<file path="src/rtl/alu_arb_pkg.sv">
// alu_arb_pkg
//   Shared constants and types for the two-requester adder arbiter:
//   operand width, requester count, ALUop encodings and the sequencer
//   state encoding.
//   No ports (package).

package alu_arb_pkg;

  localparam int DATA_WIDTH = 32;
  localparam int NREQ       = 2;

  localparam logic [2:0] ALUOP_AND = 3'b000;
  localparam logic [2:0] ALUOP_OR  = 3'b001;
  localparam logic [2:0] ALUOP_ADD = 3'b010;
  localparam logic [2:0] ALUOP_SUB = 3'b110;
  localparam logic [2:0] ALUOP_SLT = 3'b111;

  typedef enum logic [1:0] {
    ST_IDLE = 2'd0,
    ST_EXEC = 2'd1,
    ST_RESP = 2'd2
  } alu_arb_state_e;

  // SUB and SLT both run the adder in subtract mode.
  function automatic logic op_uses_sub(input logic [2:0] op);
    return (op == ALUOP_SUB) || (op == ALUOP_SLT);
  endfunction

endpackage

</file>
<file path="src/rtl/alu_arbiter_adder.sv">
// alu_arbiter_adder
//   Shared 32-bit adder/subtractor. Purely combinational; in subtract
//   mode it computes a + ~b + 1.
//   Ports:
//     a_i, b_i    operands
//     sub_i       1 = subtract, 0 = add
//     sum_o       a +/- b
//     carry_o     raw carry out of the MSB (for subtract, 1 = no borrow)
//     overflow_o  signed overflow of the operation

module alu_arbiter_adder
  import alu_arb_pkg::*;
(
  input  logic [DATA_WIDTH-1:0] a_i,
  input  logic [DATA_WIDTH-1:0] b_i,
  input  logic                  sub_i,
  output logic [DATA_WIDTH-1:0] sum_o,
  output logic                  carry_o,
  output logic                  overflow_o
);

  logic [DATA_WIDTH-1:0] b_eff;
  logic [DATA_WIDTH:0]   full;

  assign b_eff = sub_i ? ~b_i : b_i;
  assign full  = {1'b0, a_i} + {1'b0, b_eff} + {{DATA_WIDTH{1'b0}}, sub_i};

  assign sum_o   = full[DATA_WIDTH-1:0];
  assign carry_o = full[DATA_WIDTH];

  // Overflow when both effective operands share a sign the sum does not.
  assign overflow_o = (a_i[DATA_WIDTH-1] == b_eff[DATA_WIDTH-1]) &&
                      (sum_o[DATA_WIDTH-1] != a_i[DATA_WIDTH-1]);

endmodule

</file>
<file path="src/rtl/alu_arbiter.sv">
// alu_arbiter
//   Two-requester arbiter/sequencer in front of one shared adder.
//   IDLE grants a requester and captures its operation, EXEC runs the
//   adder and registers result/flags, RESP holds the response until the
//   granted requester takes it. One operation in flight at a time.
//
//   Build option ALU_ARB_ROUNDROBIN_EN:
//     defined   - contested grants alternate using a last_grant register
//     undefined - requester 0 always wins a contested cycle
//
//   Ports:
//     clk, rst     clock; asynchronous active-high reset
//     req_valid    per-requester operation valid
//     req_ready    per-requester accept (combinational, IDLE only)
//     req_A/req_B  packed operands, requester i at [i*32 +: 32]
//     req_ALUop    packed opcodes, requester i at [i*3 +: 3]
//     rsp_valid    per-requester response valid
//     rsp_ready    per-requester response consume
//     rsp_Result   registered result (shared)
//     rsp_flags    registered {Overflow, CarryOut, Zero}
//     rsp_err      opcode not supported by this block

module alu_arbiter
  import alu_arb_pkg::*;
(
  input  logic                       clk,
  input  logic                       rst,
  input  logic [NREQ-1:0]            req_valid,
  output logic [NREQ-1:0]            req_ready,
  input  logic [NREQ*DATA_WIDTH-1:0] req_A,
  input  logic [NREQ*DATA_WIDTH-1:0] req_B,
  input  logic [NREQ*3-1:0]          req_ALUop,
  output logic [NREQ-1:0]            rsp_valid,
  input  logic [NREQ-1:0]            rsp_ready,
  output logic [DATA_WIDTH-1:0]      rsp_Result,
  output logic [2:0]                 rsp_flags,
  output logic                       rsp_err
);

  alu_arb_state_e state_q, state_d;

  logic                  grant_q;
  logic                  grant_sel;
  logic                  accept;
  logic                  rsp_done;
  logic [DATA_WIDTH-1:0] a_q, b_q;
  logic [2:0]            op_q;

  logic [DATA_WIDTH-1:0] result_q, result_d;
  logic [2:0]            flags_q, flags_d;
  logic                  err_q, err_d;

  logic [DATA_WIDTH-1:0] sum;
  logic                  carry;
  logic                  ovf;
  logic                  slt_bit;

  // ---------------------------------------------------------------
  // Arbitration. With a single requester, ~req_valid[0] picks it;
  // with none, grant_sel is unused because accept is low.
  // ---------------------------------------------------------------
`ifdef ALU_ARB_ROUNDROBIN_EN
  logic last_grant_q;

  always_comb begin
    if (&req_valid) grant_sel = ~last_grant_q;
    else            grant_sel = ~req_valid[0];
  end

  // Reset to 1 so requester 0 wins the first contested cycle.
  always_ff @(posedge clk or posedge rst) begin
    if (rst)           last_grant_q <= 1'b1;
    else if (rsp_done) last_grant_q <= grant_q;
  end
`else
  always_comb grant_sel = ~req_valid[0];
`endif

  assign accept   = (state_q == ST_IDLE) && (|req_valid);
  assign rsp_done = (state_q == ST_RESP) && rsp_ready[grant_q];

  always_comb begin
    req_ready = '0;
    if (accept) req_ready[grant_sel] = 1'b1;
  end

  always_comb begin
    rsp_valid = '0;
    if (state_q == ST_RESP) rsp_valid[grant_q] = 1'b1;
  end

  // ---------------------------------------------------------------
  // Sequencer
  // ---------------------------------------------------------------
  always_comb begin
    state_d = state_q;
    unique case (state_q)
      ST_IDLE: if (accept)   state_d = ST_EXEC;
      ST_EXEC:               state_d = ST_RESP;
      ST_RESP: if (rsp_done) state_d = ST_IDLE;
      default:               state_d = ST_IDLE;
    endcase
  end

  always_ff @(posedge clk or posedge rst) begin
    if (rst) state_q <= ST_IDLE;
    else     state_q <= state_d;
  end

  // Operation capture at grant time; held through EXEC.
  always_ff @(posedge clk or posedge rst) begin
    if (rst) begin
      grant_q <= 1'b0;
      a_q     <= '0;
      b_q     <= '0;
      op_q    <= '0;
    end else if (accept) begin
      grant_q <= grant_sel;
      a_q     <= grant_sel ? req_A[2*DATA_WIDTH-1:DATA_WIDTH] : req_A[DATA_WIDTH-1:0];
      b_q     <= grant_sel ? req_B[2*DATA_WIDTH-1:DATA_WIDTH] : req_B[DATA_WIDTH-1:0];
      op_q    <= grant_sel ? req_ALUop[5:3] : req_ALUop[2:0];
    end
  end

  // ---------------------------------------------------------------
  // Datapath
  // ---------------------------------------------------------------
  alu_arbiter_adder u_adder (
    .a_i        (a_q),
    .b_i        (b_q),
    .sub_i      (op_uses_sub(op_q)),
    .sum_o      (sum),
    .carry_o    (carry),
    .overflow_o (ovf)
  );

  // Signed less-than: sign of the difference corrected by overflow.
  assign slt_bit = sum[DATA_WIDTH-1] ^ ovf;

  // CarryOut is reported as a borrow for SUB/SLT, hence ~carry.
  always_comb begin
    result_d = '0;
    flags_d  = 3'b000;
    err_d    = 1'b0;
    unique case (op_q)
      ALUOP_ADD: begin
        result_d = sum;
        flags_d  = {ovf, carry, (sum == '0)};
      end
      ALUOP_SUB: begin
        result_d = sum;
        flags_d  = {ovf, ~carry, (sum == '0)};
      end
      ALUOP_SLT: begin
        result_d = {{(DATA_WIDTH-1){1'b0}}, slt_bit};
        flags_d  = {ovf, ~carry, ~slt_bit};
      end
      ALUOP_AND, ALUOP_OR: err_d = 1'b1;
      default:             err_d = 1'b1;
    endcase
  end

  always_ff @(posedge clk or posedge rst) begin
    if (rst) begin
      result_q <= '0;
      flags_q  <= 3'b000;
      err_q    <= 1'b0;
    end else if (state_q == ST_EXEC) begin
      result_q <= result_d;
      flags_q  <= flags_d;
      err_q    <= err_d;
    end
  end

  assign rsp_Result = result_q;
  assign rsp_flags  = flags_q;
  assign rsp_err    = err_q;

endmodule

</file>
<file path="config.mk">
export PLATFORM = sky130hd
export DESIGN_NAME = alu_arbiter
export DESIGN_NICKNAME = d
export VERILOG_FILES = /design/src/rtl/alu_arb_pkg.sv /design/src/rtl/alu_arbiter_adder.sv /design/src/rtl/alu_arbiter.sv
export SDC_FILE = /design/constraint.sdc
export NUM_CORES = 1
export LEC_CHECK = 0
export BUFFER_PORTS_ARGS = -buffer_cell sky130_fd_sc_hd__clkbuf_2
export CAP_MARGIN = 20
export CORE_MARGIN = 3
export CORE_UTILIZATION = 40
export CTS_CLUSTER_SIZE = 20
export DETAILED_ROUTE_END_ITERATION = 6
export HOLD_SLACK_MARGIN = 0.15
export SLEW_MARGIN = 20
export SYNTH_ARGS = -nofsm -noshare
export SYNTH_HDL_FRONTEND = slang
export SYNTH_SLANG_ARGS = --single-unit
</file>
<file path="constraint.sdc">
create_clock -name clk -period 6.8 [get_ports clk]
set_input_delay 0.34 -clock clk [delete_from_list [all_inputs] [get_ports clk]]
set_output_delay 0.34 -clock clk [all_outputs]
set_load 0.05 [all_outputs]
</file>
==> out/metrics.csv, run 1 <==
stage,metric,value,unit
timing,timing.slew.headroom,46.59,%
detailed_routing,drt-initial-drc-count,339,
timing,finalCritPeriodShare,86.58,%
final_layout,antenna-diode-count,0,
detailed_routing,wl,19960,um
detailed_routing,routed_via_density,5.789,
grt,antenna_violations_before_repair,0,
critical_path,critPathMaxStageDelay,0.54,ns
final_layout,regArea,0.002653,sq mm
final_layout,layout-drive-gt1-share,27.48,%
clock_network,worst_skew_pair.late_latency,0.36,ns
critical_path,critical_path.startpoint_type,flop,
floorplan,die_area,0.01829,sq mm
grt,first_global_vias,5961,
floorplan,die_width,135.2,um
critical_path,worst_path_max_delay_cell,o32ai_1,
detailed_routing,detailedRoute.firstPassIterationCount,5,
yosys,total_nets_after_synthesis,836,
clock_network,cts_max_path_buffers,2,
run_status,outcome,"finished, final reports clean",
critical_path,worst_setup_path_endpoint,rsp_flags[0]$_DFFE_PP0N_,
floorplan,floorplan_core_area,0.01612,sq mm
critical_path,critPathKind,reg -> reg,
yosys,ys_top_cells_by_area,"dfrtp_1 40%, a221o_1 10%, nor3b_1 7.6%, ha_1 6.6%, xnor2_1 5.9%",
grt,grt_first_pass_wirelength,31800,um
timing,setup_viol,0,
critical_path,worstRegToRegCells,16,
critical_path,critical_path.reg2reg.endpoint,rsp_flags[0]$_DFFE_PP0N_,
clock_network,clock_tree.root_cell,clkbuf_16,
timing,fin_setup_tns,0,ns
critical_path,critPathArrivalTime,6.17,ns
yosys,synthMostInstantiatedCell,dfrtp_1,
yosys,yosys.cell_types.count,62,
place,place_worst_setup_slack,0.9549,ns
clock_network,path_clk_slew,0.08,ns
clock_network,cts_tree,built,
yosys,synth-seq-area-share,39.71,%
clock_network,numCtsBuffers,9,
grt,gr-usage-all-layers,21.85,%
final_layout,multi_input_area,0.003809,sq mm
floorplan,row_count,46,
yosys,synth_enable_flop_cells,0,
yosys,synth_area_leader_cell,dfrtp_1,
critical_path,timing.rr.start,op_q[1]$_DFFE_PP0P_,
critical_path,critical_path_required,7.09,ns
floorplan,initial_utilization,41.45,%
yosys,synth_top_area_share,39.71,%
final_layout,num-fill-cells,1554,
yosys,synth_commonest_cells,"106 x dfrtp_1, 68 x a221o_1, 68 x nor3b_1",
grt,pin_count_of_the_biggest_net_entering_global_routing,87,
yosys,synthFlopType,dfrtp_1,
detailed_routing,vias,5968,
yosys,syn-mean-instance-area,10.14,sq um
timing,final_critical_path_setup_slack,0.9126,ns
final_layout,area.growth.synth_to_final,20.43,%
place,gpl.final_weighted_congestion,0.8706,
critical_path,worstPathCellList,"nand2_2, xnor2_1, ha_1, nand4_1, or3_1, o32ai_1, a221oi_1, o21bai_1, a21o_1, fa_1, or4_1, nor4_1, o2111a_1, nand4_1, or4_1, o21ai_1",
place,portBuffers,179,
clock_network,clkSinkCount,106,
yosys,synth_warnings,0,
timing,final-hold-violation-count,0,
timing,skew,0.007479,ns
timing,fmax,169.9,MHz
critical_path,crit_path_end_kind,flop,
yosys,synthesis.area,0.006680,sq mm
min_path,hold_class,in -> reg,
final_layout,num-nets-final,987,
yosys,seq_cells_post_synth,106,
floorplan,io_pins,180,
critical_path,crit_path_start,op_q[1]$_DFFE_PP0P_,
timing,grt_setup_unrepaired,no,
timing,final.min_clock_period,5.887,ns
timing,worst_slew_pin_slew,0.8011,ns
grt,gr-total-overflow,0,
detailed_routing,drt_drc_violations_left,0,
clock_network,htree_levels,3,
critical_path,critical_path_peak_fanout,24,
critical_path,r2r_setup_slk,0.91,ns
yosys,netlist_instances,659,
job,max-cap-violations,0,
place,dp.final_hpwl,15340,um
detailed_routing,postRouteAntennaNets,0,
timing,finalMaxSlewViolations,0,
floorplan,die_height,135.2,um
yosys,synth_async_sr_flop_share,100.0,%
detailed_routing,post_drt_wl_per_cell,19.36,um
[cells in the final DEF, fill, tap and decap left out, types with 3 or more instances in the layout]
cell,n
a211o_1,4
a221o_1,68
o21ai_0,29
a211oi_1,5
nor2_1,23
nand2b_1,4
nand4_1,10
nand3_1,9
nor3_1,6
nand2_1,39
o31ai_1,5
a32oi_1,3
xor2_1,15
nor3b_1,67
xnor2_1,45
clkbuf_2,179
clkbuf_16,9
and3_1,3
a31oi_1,3
a21o_1,13
ha_1,35
buf_4,9
nor4_1,4
a22o_1,19
dfrtp_1,106
and2_1,3
a21oi_1,26
or3_1,3
or4_1,3
inv_1,13
[per-layer routing]
metal | vias up | part of all wire [%] | track usage, % | routed length, um
met5 | - | 0 | 0 | 0
met4 | 0 | 0.92 | 4.311 | 184
met3 | 10 | 5.2 | 4.606 | 1041
met2 | 188 | 48 | 35.67 | 9511
met1 | 2940 | 46 | 30.28 | 9219
li1 | 2830 | - | - | -
[cell type report]
| class | instances | share of cell area [%] |
|---|---|---|
| Inverter | 14 | 0.6843 |
| Timing Repair Buffer | 189 | 12.10 |
| Multi-Input combinational cell | 490 | 47.34 |
| Clock inverter | 6 | 0.6998 |
| Clock buffer | 10 | 2.846 |
| Tap cell | 216 | 3.359 |
| Sequential cell | 106 | 32.97 |
[worst min-delay path by stage]
stage                                   start                  end  slack (ns)  depth (start not counted)
after global placement                    rst   a_q[3]$_DFFE_PP0P_        0.42                          2
after CTS                           req_A[15]  a_q[15]$_DFFE_PP0P_        0.19                          2
after floorplan           a_q[11]$_DFFE_PP0P_  a_q[11]$_DFFE_PP0P_        0.49                          1
final                               req_B[24]  b_q[24]$_DFFE_PP0P_        0.21                          2
after global routing                 req_B[1]   b_q[1]$_DFFE_PP0P_        0.20                          2
after detailed placement                  rst   a_q[2]$_DFFE_PP0P_        0.42                          2
[registers in the layout, indices dropped and copies added, names as in the netlist]
signal and cells:
a_q 32, grant_q 1, op_q 3, b_q 32
rsp_err 1, state_q 2, rsp_flags 3, rsp_Result 32
[stage by stage]
step,cell area [sq um],hold WS [ns],util [%],std cells
2_1_floorplan,6680,0.4855,-,659
3_3_place_gp,7750,0.4157,48.09,1014
3_5_place_dp,7750,0.4240,48.09,1014
4_1_cts,8045,0.1928,49.92,1031
5_1_grt,8045,0.1970,49.92,1031
6_report,8045,0.2085,49.92,1031
[repair_timing]
action / CTS / global route
endpoints found under the hold margin: 45 / 0
setup buffers: 0 / 0
hold buffers: 1 / 0
resized for setup: 0 / 0
[cells by family after synthesis]
logic type | synth area share [%]
mux | 0.3371
compound gates | 25.12
simple gates | 16.24
xor+xnor | 7.867
fa+ha+maj | 7.155
flops | 39.71
buf+inv | 3.577
[worst max-delay path, delay by kind of cell (launching register included)]
kind,cells,cell delay [ns]
adders and majority gates,2,0.96
and+or+nand+nor,7,2.57
xor gates and xnor gates,1,0.29
DFF,1,0.47
AOI/OAI and AO/OA,6,1.50
Power of run 1 is left out: the tool's default activity adds up to more than one toggle a clock period on the data nets, which glitch-free logic cannot reach.
==> run 2, diff against run 1 <==
- BUFFER_PORTS_ARGS: -buffer_cell sky130_fd_sc_hd__clkbuf_2 -> -buffer_cell sky130_fd_sc_hd__buf_2
- CORE_UTILIZATION: 40 -> 54
- PLACE_DENSITY: unset -> 0.82
==> out/metrics.csv, run 2 (synthesized netlist as in run 1, its figures left out) <==
stage,metric,value,unit
run_status,outcome,"finished, final reports clean",
critical_path,critPathMostFrequentCell,or4_1,
clock_network,path_clk_slew,0.08,ns
clock_network,numCtsBuffers,9,
critical_path,timing.rr.start,op_q[1]$_DFFE_PP0P_,
floorplan,die_height,117.2,um
final_layout,mostFrequentLayoutCell,buf_2,
timing,worst_slew_pin_slew,0.8215,ns
critical_path,worst_path_max_delay_cell,or4_1,
grt,gr-total-overflow,0,
floorplan,die_width,117.2,um
detailed_routing,wl,18440,um
final_layout,layout-drive-gt1-share,27.40,%
detailed_routing,postRouteAntennaNets,0,
clock_network,cts_repair_resize_count,0,
job,max-cap-violations,0,
timing,grt_setup_unrepaired,no,
detailed_routing,vias,5983,
grt,pin_count_of_the_biggest_net_entering_global_routing,89,
min_path,holdCritStartpoint,req_A[28],
floorplan,initial_utilization,56.80,%
detailed_routing,post_drt_wl_per_cell,18.85,um
critical_path,critical_path.startpoint_type,flop,
final_layout,most-common-layout-cells,"179 x buf_2, 106 x dfrtp_1, 68 x a221o_1",
final_layout,area.growth.synth_to_final,19.42,%
grt,first_global_vias,5759,
critical_path,crit_path_end_kind,flop,
timing,setup_viol,0,
critical_path,crit_path_start,op_q[1]$_DFFE_PP0P_,
detailed_routing,detailedRoute.firstPassIterationCount,5,
place,portBuffers,179,
timing,finalMaxSlewViolations,0,
min_path,hold_class,in -> reg,
timing,finalCritPeriodShare,82.12,%
final_layout,regArea,0.002653,sq mm
detailed_routing,routed_via_density,6.118,
floorplan,io_pins,180,
critical_path,critPathMaxStageDelay,0.52,ns
final_layout,num-nets-final,986,
floorplan,floorplan_core_area,0.01176,sq mm
final_layout,multi_input_area,0.003809,sq mm
timing,timing.slew.headroom,44.73,%
clock_network,cts_max_path_buffers,2,
timing,final-hold-violation-count,0,
grt,grt_first_pass_wirelength,28590,um
floorplan,row_count,39,
timing,fmax,179.1,MHz
final_layout,antenna-diode-count,0,
clock_network,clkSinkCount,106,
place,dp.final_hpwl,14150,um
final_layout,num-fill-cells,949,
clock_network,worst_skew_pair.late_latency,0.36,ns
grt,top_usage_layer,met2,
clock_network,clock_tree.root_cell,clkbuf_16,
timing,skew,0.008194,ns
clock_network,htree_levels,3,
grt,grt_use_met3,5.450,%
grt,groute.layer.met2.usage,42.38,%
grt,antenna_violations_before_repair,0,
critical_path,worstPathCellList,"nand2_2, buf_4, xnor2_1, ha_1, a21oi_1, o221ai_1, a21oi_2, o32ai_1, a221oi_1, o21bai_1, a21o_1, fa_1, or4_1, nor4_1, o2111a_1, nand4_1, or4_1, o21ai_1",
clock_network,cts_tree,built,
grt,grt_util_met1,36.70,%
critical_path,critical_path_peak_fanout,18,
critical_path,critPathArrivalTime,5.87,ns
place,gpl.final_weighted_congestion,0.9472,
grt,gr-usage-all-layers,26.52,%
detailed_routing,drt-initial-drc-count,533,
timing,fin_setup_tns,0,ns
timing,final.min_clock_period,5.584,ns
critical_path,critical_path_required,7.09,ns
floorplan,die_area,0.01374,sq mm
detailed_routing,drt_drc_violations_left,0,
critical_path,critPathKind,reg -> reg,
-- run 2: cell count changes in the layout (fill, tap and decap cells not counted) --
cell and delta:
clkinv_8 +1, inv_6 -1, buf_2 +179, clkinv_4 +1, inv_8 -1, buf_4 -1, clkbuf_2 -179
-- run 2: path summary, 6_finish.rpt --
path                                              end  slack, ns  cells after the start
max                          rsp_flags[0]$_DFFE_PP0N_       1.22                     18
min                               a_q[28]$_DFFE_PP0P_       0.20                      2
max reg2reg                  rsp_flags[0]$_DFFE_PP0N_       1.22                     18
min reg2reg                rsp_Result[10]$_DFFE_PP0N_       0.48                      2
max in group asynchronous         a_q[23]$_DFFE_PP0P_       5.04                      4
min in group asynchronous          a_q[2]$_DFFE_PP0P_       0.58                      3
-- run 2: area by class of cell --
| cell class | instances | share of cell area (%) |
|---|---|---|
| repair buffers | 188 | 12.11 |
| flip-flops and latches | 106 | 33.25 |
| well taps | 164 | 2.572 |
| inverters | 14 | 0.6901 |
| clock buffers | 10 | 2.870 |
| clock inverters | 6 | 0.7685 |
| multi-input cells | 490 | 47.74 |
-- run 2: critical path, delay by kind of cell, from the launching register on --
family / cells / cell delay, ns
buffers and inverters: 1 / 0.38
AOI/OAI and AO/OA: 9 / 1.93
and+or+nand+nor: 5 / 1.71
adders and majority gates: 2 / 0.83
DFF: 1 / 0.47
xor gates and xnor gates: 1 / 0.16
-- run 2: stage by stage --
step | instance area [sq um] | setup slack (ns) | util, % | cells | hold WS (ns)
global placement | 7677 | 1.387 | 65.28 | 961 | 0.4168
global route | 7978 | 0.7198 | 67.84 | 978 | 0.1995
CTS | 7978 | 1.225 | 67.84 | 978 | 0.1983
floorplan | 6680 | 1.667 | - | 659 | 0.4855
detailed placement | 7677 | 1.255 | 65.28 | 961 | 0.4317
finish | 7978 | 1.216 | 67.84 | 978 | 0.2030
-- run 2: per-layer routing --
layer,share of wire (%),routed length [um]
met1,46,8422
met2,46,8528
met3,6.4,1173
met4,1.7,311
met5,0,0
-- run 2: repair_timing --
item                      CTS  global route
setup buffers               0             0
hold buffers                1             0
hold endpoints to repair   46             0
Power of run 2 is left out for the same reason.
==> run 3, diff against run 2 <==
- ABC_AREA: unset -> 1
- CORE_UTILIZATION: 54 -> 49
- PLACE_DENSITY: 0.82 -> 0.77
- clock period: 6.8 -> 5.05 ns (I/O delays scaled with it)
==> out/metrics.csv, run 3 <==
stage,metric,value,unit
yosys,post_synthesis_compound_gate_area_fraction,7.675,%
yosys,seq_cells_post_synth,106,
detailed_routing,vias,7962,
yosys,syn-mean-instance-area,6.825,sq um
yosys,synth_enable_flop_cells,0,
floorplan,die_area,0.01630,sq mm
place,portBuffers,179,
timing,setup_viol,0,
timing,worst_slew_pin_slew,0.6919,ns
final_layout,antenna-diode-count,0,
clock_network,numCtsBuffers,9,
yosys,synth_area_leader_cell,dfrtp_1,
timing,finalMaxSlewViolations,0,
grt,pin_count_of_the_biggest_net_entering_global_routing,69,
run_status,outcome,"finished, final reports clean",
yosys,muxShareOfSynthArea,0,%
min_path,holdCritStartpoint,rsp_ready[0],
critical_path,critPathArrivalTime,4.69,ns
critical_path,critical_path.reg2reg.endpoint,rsp_flags[0]$_DFFE_PP0N_,
timing,fin_setup_tns,0,ns
final_layout,area.growth.synth_to_final,37.32,%
yosys,synthXorXnorAreaFrac,4.105,%
critical_path,r2r_setup_slk,0.65,ns
timing,final.min_clock_period,4.396,ns
floorplan,floorplan_core_area,0.01420,sq mm
detailed_routing,drt_drc_violations_left,0,
critical_path,worst_path_max_delay_cell,fa_1,
final_layout,layout-drive-gt1-share,16.25,%
clock_network,clock_tree.root_cell,clkbuf_16,
timing,timing.slew.headroom,53.87,%
yosys,synth_async_sr_flop_share,100.0,%
yosys,total_nets_after_synthesis,1240,
final_layout,mostFrequentLayoutCell,nand2_1,
yosys,synthesis.area,0.007254,sq mm
detailed_routing,drt-initial-drc-count,590,
grt,gr-total-overflow,0,
floorplan,die_height,127.7,um
detailed_routing,post_drt_wl_per_cell,15.23,um
critical_path,crit_path_end_kind,flop,
yosys,synth_commonest_cells,"440 x nand2_1, 114 x inv_1, 107 x nand3_1",
yosys,synth_top_area_share,36.56,%
detailed_routing,wl,23550,um
grt,first_global_vias,7948,
floorplan,initial_utilization,51.07,%
timing,final-hold-violation-count,0,
grt,antenna_violations_before_repair,0,
yosys,synth-adder-area-share,6.588,%
yosys,dominant_combinational_cell_family_by_area_after_synthesis,simple AND/OR/NAND/NOR gates,
final_layout,num-nets-final,1539,
yosys,ys_top_cells_by_area,"dfrtp_1 37%, nand2_1 23%, nand3_1 7.4%, ha_1 6.0%, inv_1 5.9%",
yosys,synthMostInstantiatedCell,nand2_1,
yosys,yosys.cell_types.count,33,
clock_network,worst_skew_pair.late_latency,0.36,ns
clock_network,path_clk_slew,0.07,ns
detailed_routing,detailedRoute.firstPassIterationCount,5,
final_layout,most-common-layout-cells,"439 x nand2_1, 179 x buf_2, 133 x dlygate4sd3_1",
final_layout,num-fill-cells,1174,
yosys,synth-simple-area-share,37.34,%
yosys,synth-seq-area-share,36.56,%
place,gpl.final_weighted_congestion,0.9336,
critical_path,critical_path_required,5.34,ns
job,max-cap-violations,0,
min_path,min_delay_path_depth,4,
critical_path,timing.rr.start,op_q[0]$_DFFE_PP0P_,
grt,gr-usage-all-layers,29.70,%
yosys,synthFlopType,dfrtp_1,
yosys,synth_warnings,0,
timing,fmax,227.5,MHz
floorplan,io_pins,180,
clock_network,cts_max_path_buffers,2,
yosys,netlist_instances,1063,
min_path,holdPathEnd,state_q[1]$_DFFE_PP0P_,
floorplan,die_width,127.7,um
critical_path,critPathKind,reg -> reg,
clock_network,cts_tree,built,
detailed_routing,routed_via_density,5.150,
clock_network,htree_levels,3,
min_path,hold_class,in -> reg,
timing,skew,0.005035,ns
floorplan,row_count,43,
place,dp.final_hpwl,16710,um
grt,grt_first_pass_wirelength,38750,um
clock_network,clkSinkCount,106,
timing,grt_setup_unrepaired,no,
clock_network,post_cts.repair.setup_buffers,0,
critical_path,critical_path.startpoint_type,flop,
critical_path,critPathMaxStageDelay,0.53,ns
detailed_routing,postRouteAntennaNets,0,
critical_path,worstRegToRegCells,28,
critical_path,critical_path_peak_fanout,32,
timing,finalCritPeriodShare,87.05,%
==> run 3: cell count changes after synthesis, moves of 6 or more <==
| cell | before | now |
|---|---|---|
| nand2_1 | 40 | 440 |
| inv_1 | 14 | 114 |
| nand3_1 | 9 | 107 |
| a221o_1 | 68 | 0 |
| nor3b_1 | 68 | 0 |
| xnor2_1 | 45 | 0 |
| nor2_1 | 23 | 60 |
| clkbuf_1 | 41 | 22 |
| xor2_1 | 15 | 34 |
| a21o_1 | 13 | 5 |
| buf_1 | 6 | 0 |
==> run 3: cells by family (layout without fill, tap and decap cells) <==
group,after synthesis,in the layout
AO/OA/AOI/OAI,88,88
XOR/XNOR,34,34
adder cells (fa/ha/maj),37,37
buffers and inverters,147,450
flip-flops,106,106
AND/OR/NAND/NOR,651,651
==> run 3: worst max-delay path by stage <==
stage,from,cells after the start,slack [ns],to
6_report,op_q[0]$_DFFE_PP0P_,28,0.65,rsp_flags[0]$_DFFE_PP0N_
4_1_cts,op_q[0]$_DFFE_PP0P_,28,0.75,rsp_flags[0]$_DFFE_PP0N_
3_5_place_dp,op_q[0]$_DFFE_PP0P_,28,0.81,rsp_flags[0]$_DFFE_PP0N_
3_3_place_gp,op_q[0]$_DFFE_PP0P_,28,0.99,rsp_flags[0]$_DFFE_PP0N_
2_1_floorplan,op_q[0]$_DFFE_PP0P_,30,1.39,rsp_flags[0]$_DFFE_PP0N_
5_1_grt,op_q[0]$_DFFE_PP0P_,28,0.19,rsp_flags[0]$_DFFE_PP0N_
==> run 3: critical path: cells and delay by family, from the launching register on <==
family / cells / cell delay, ns
compound gates: 4 / 0.74
xor+xnor: 1 / 0.11
fa+ha+maj: 2 / 0.91
buf+inv: 4 / 0.50
flops: 1 / 0.39
simple gates: 17 / 1.66
==> run 3: area by class of cell <==
class / instances / area [sq um] / area share [%]
well taps: 180 / 225.2 / 2.261
repair buffers: 317 / 2290 / 22.98
clock buffers: 11 / 232.7 / 2.336
multi-input cells: 810 / 4063 / 40.78
inverters: 118 / 445.4 / 4.471
flip-flops and latches: 106 / 2653 / 26.63
clock inverters: 4 / 53.80 / 0.5401
==> run 3: stage by stage <==
step | area [sq um] | hold WS, ns | util [%] | setup WS, ns | std cells
final | 9962 | 0.1630 | 70.14 | 0.6539 | 1546
after global placement | 8344 | 0.3793 | 58.75 | 0.9934 | 1398
after CTS | 9962 | 0.1513 | 70.14 | 0.7502 | 1546
after detailed placement | 8344 | 0.3774 | 58.75 | 0.8142 | 1398
after floorplan | 7254 | 0.3724 | - | 1.388 | 1063
after global routing | 9962 | 0.1932 | 70.14 | 0.1937 | 1546
==> run 3: routing by layer <==
metal	vias up	wire (um)	track usage, %
li1	3977	-	-
met1	3653	10560	40.38
met2	285	11190	48.84
met3	47	1170	4.042
met4	0	629	10.55
met5	-	0	0
==> run 3: repair_timing <==
action,in CTS,in global routing
hold buffers,133,0
resized for setup,0,0
hold endpoints to repair,118,0
Power of run 3 is left out for the same reason.
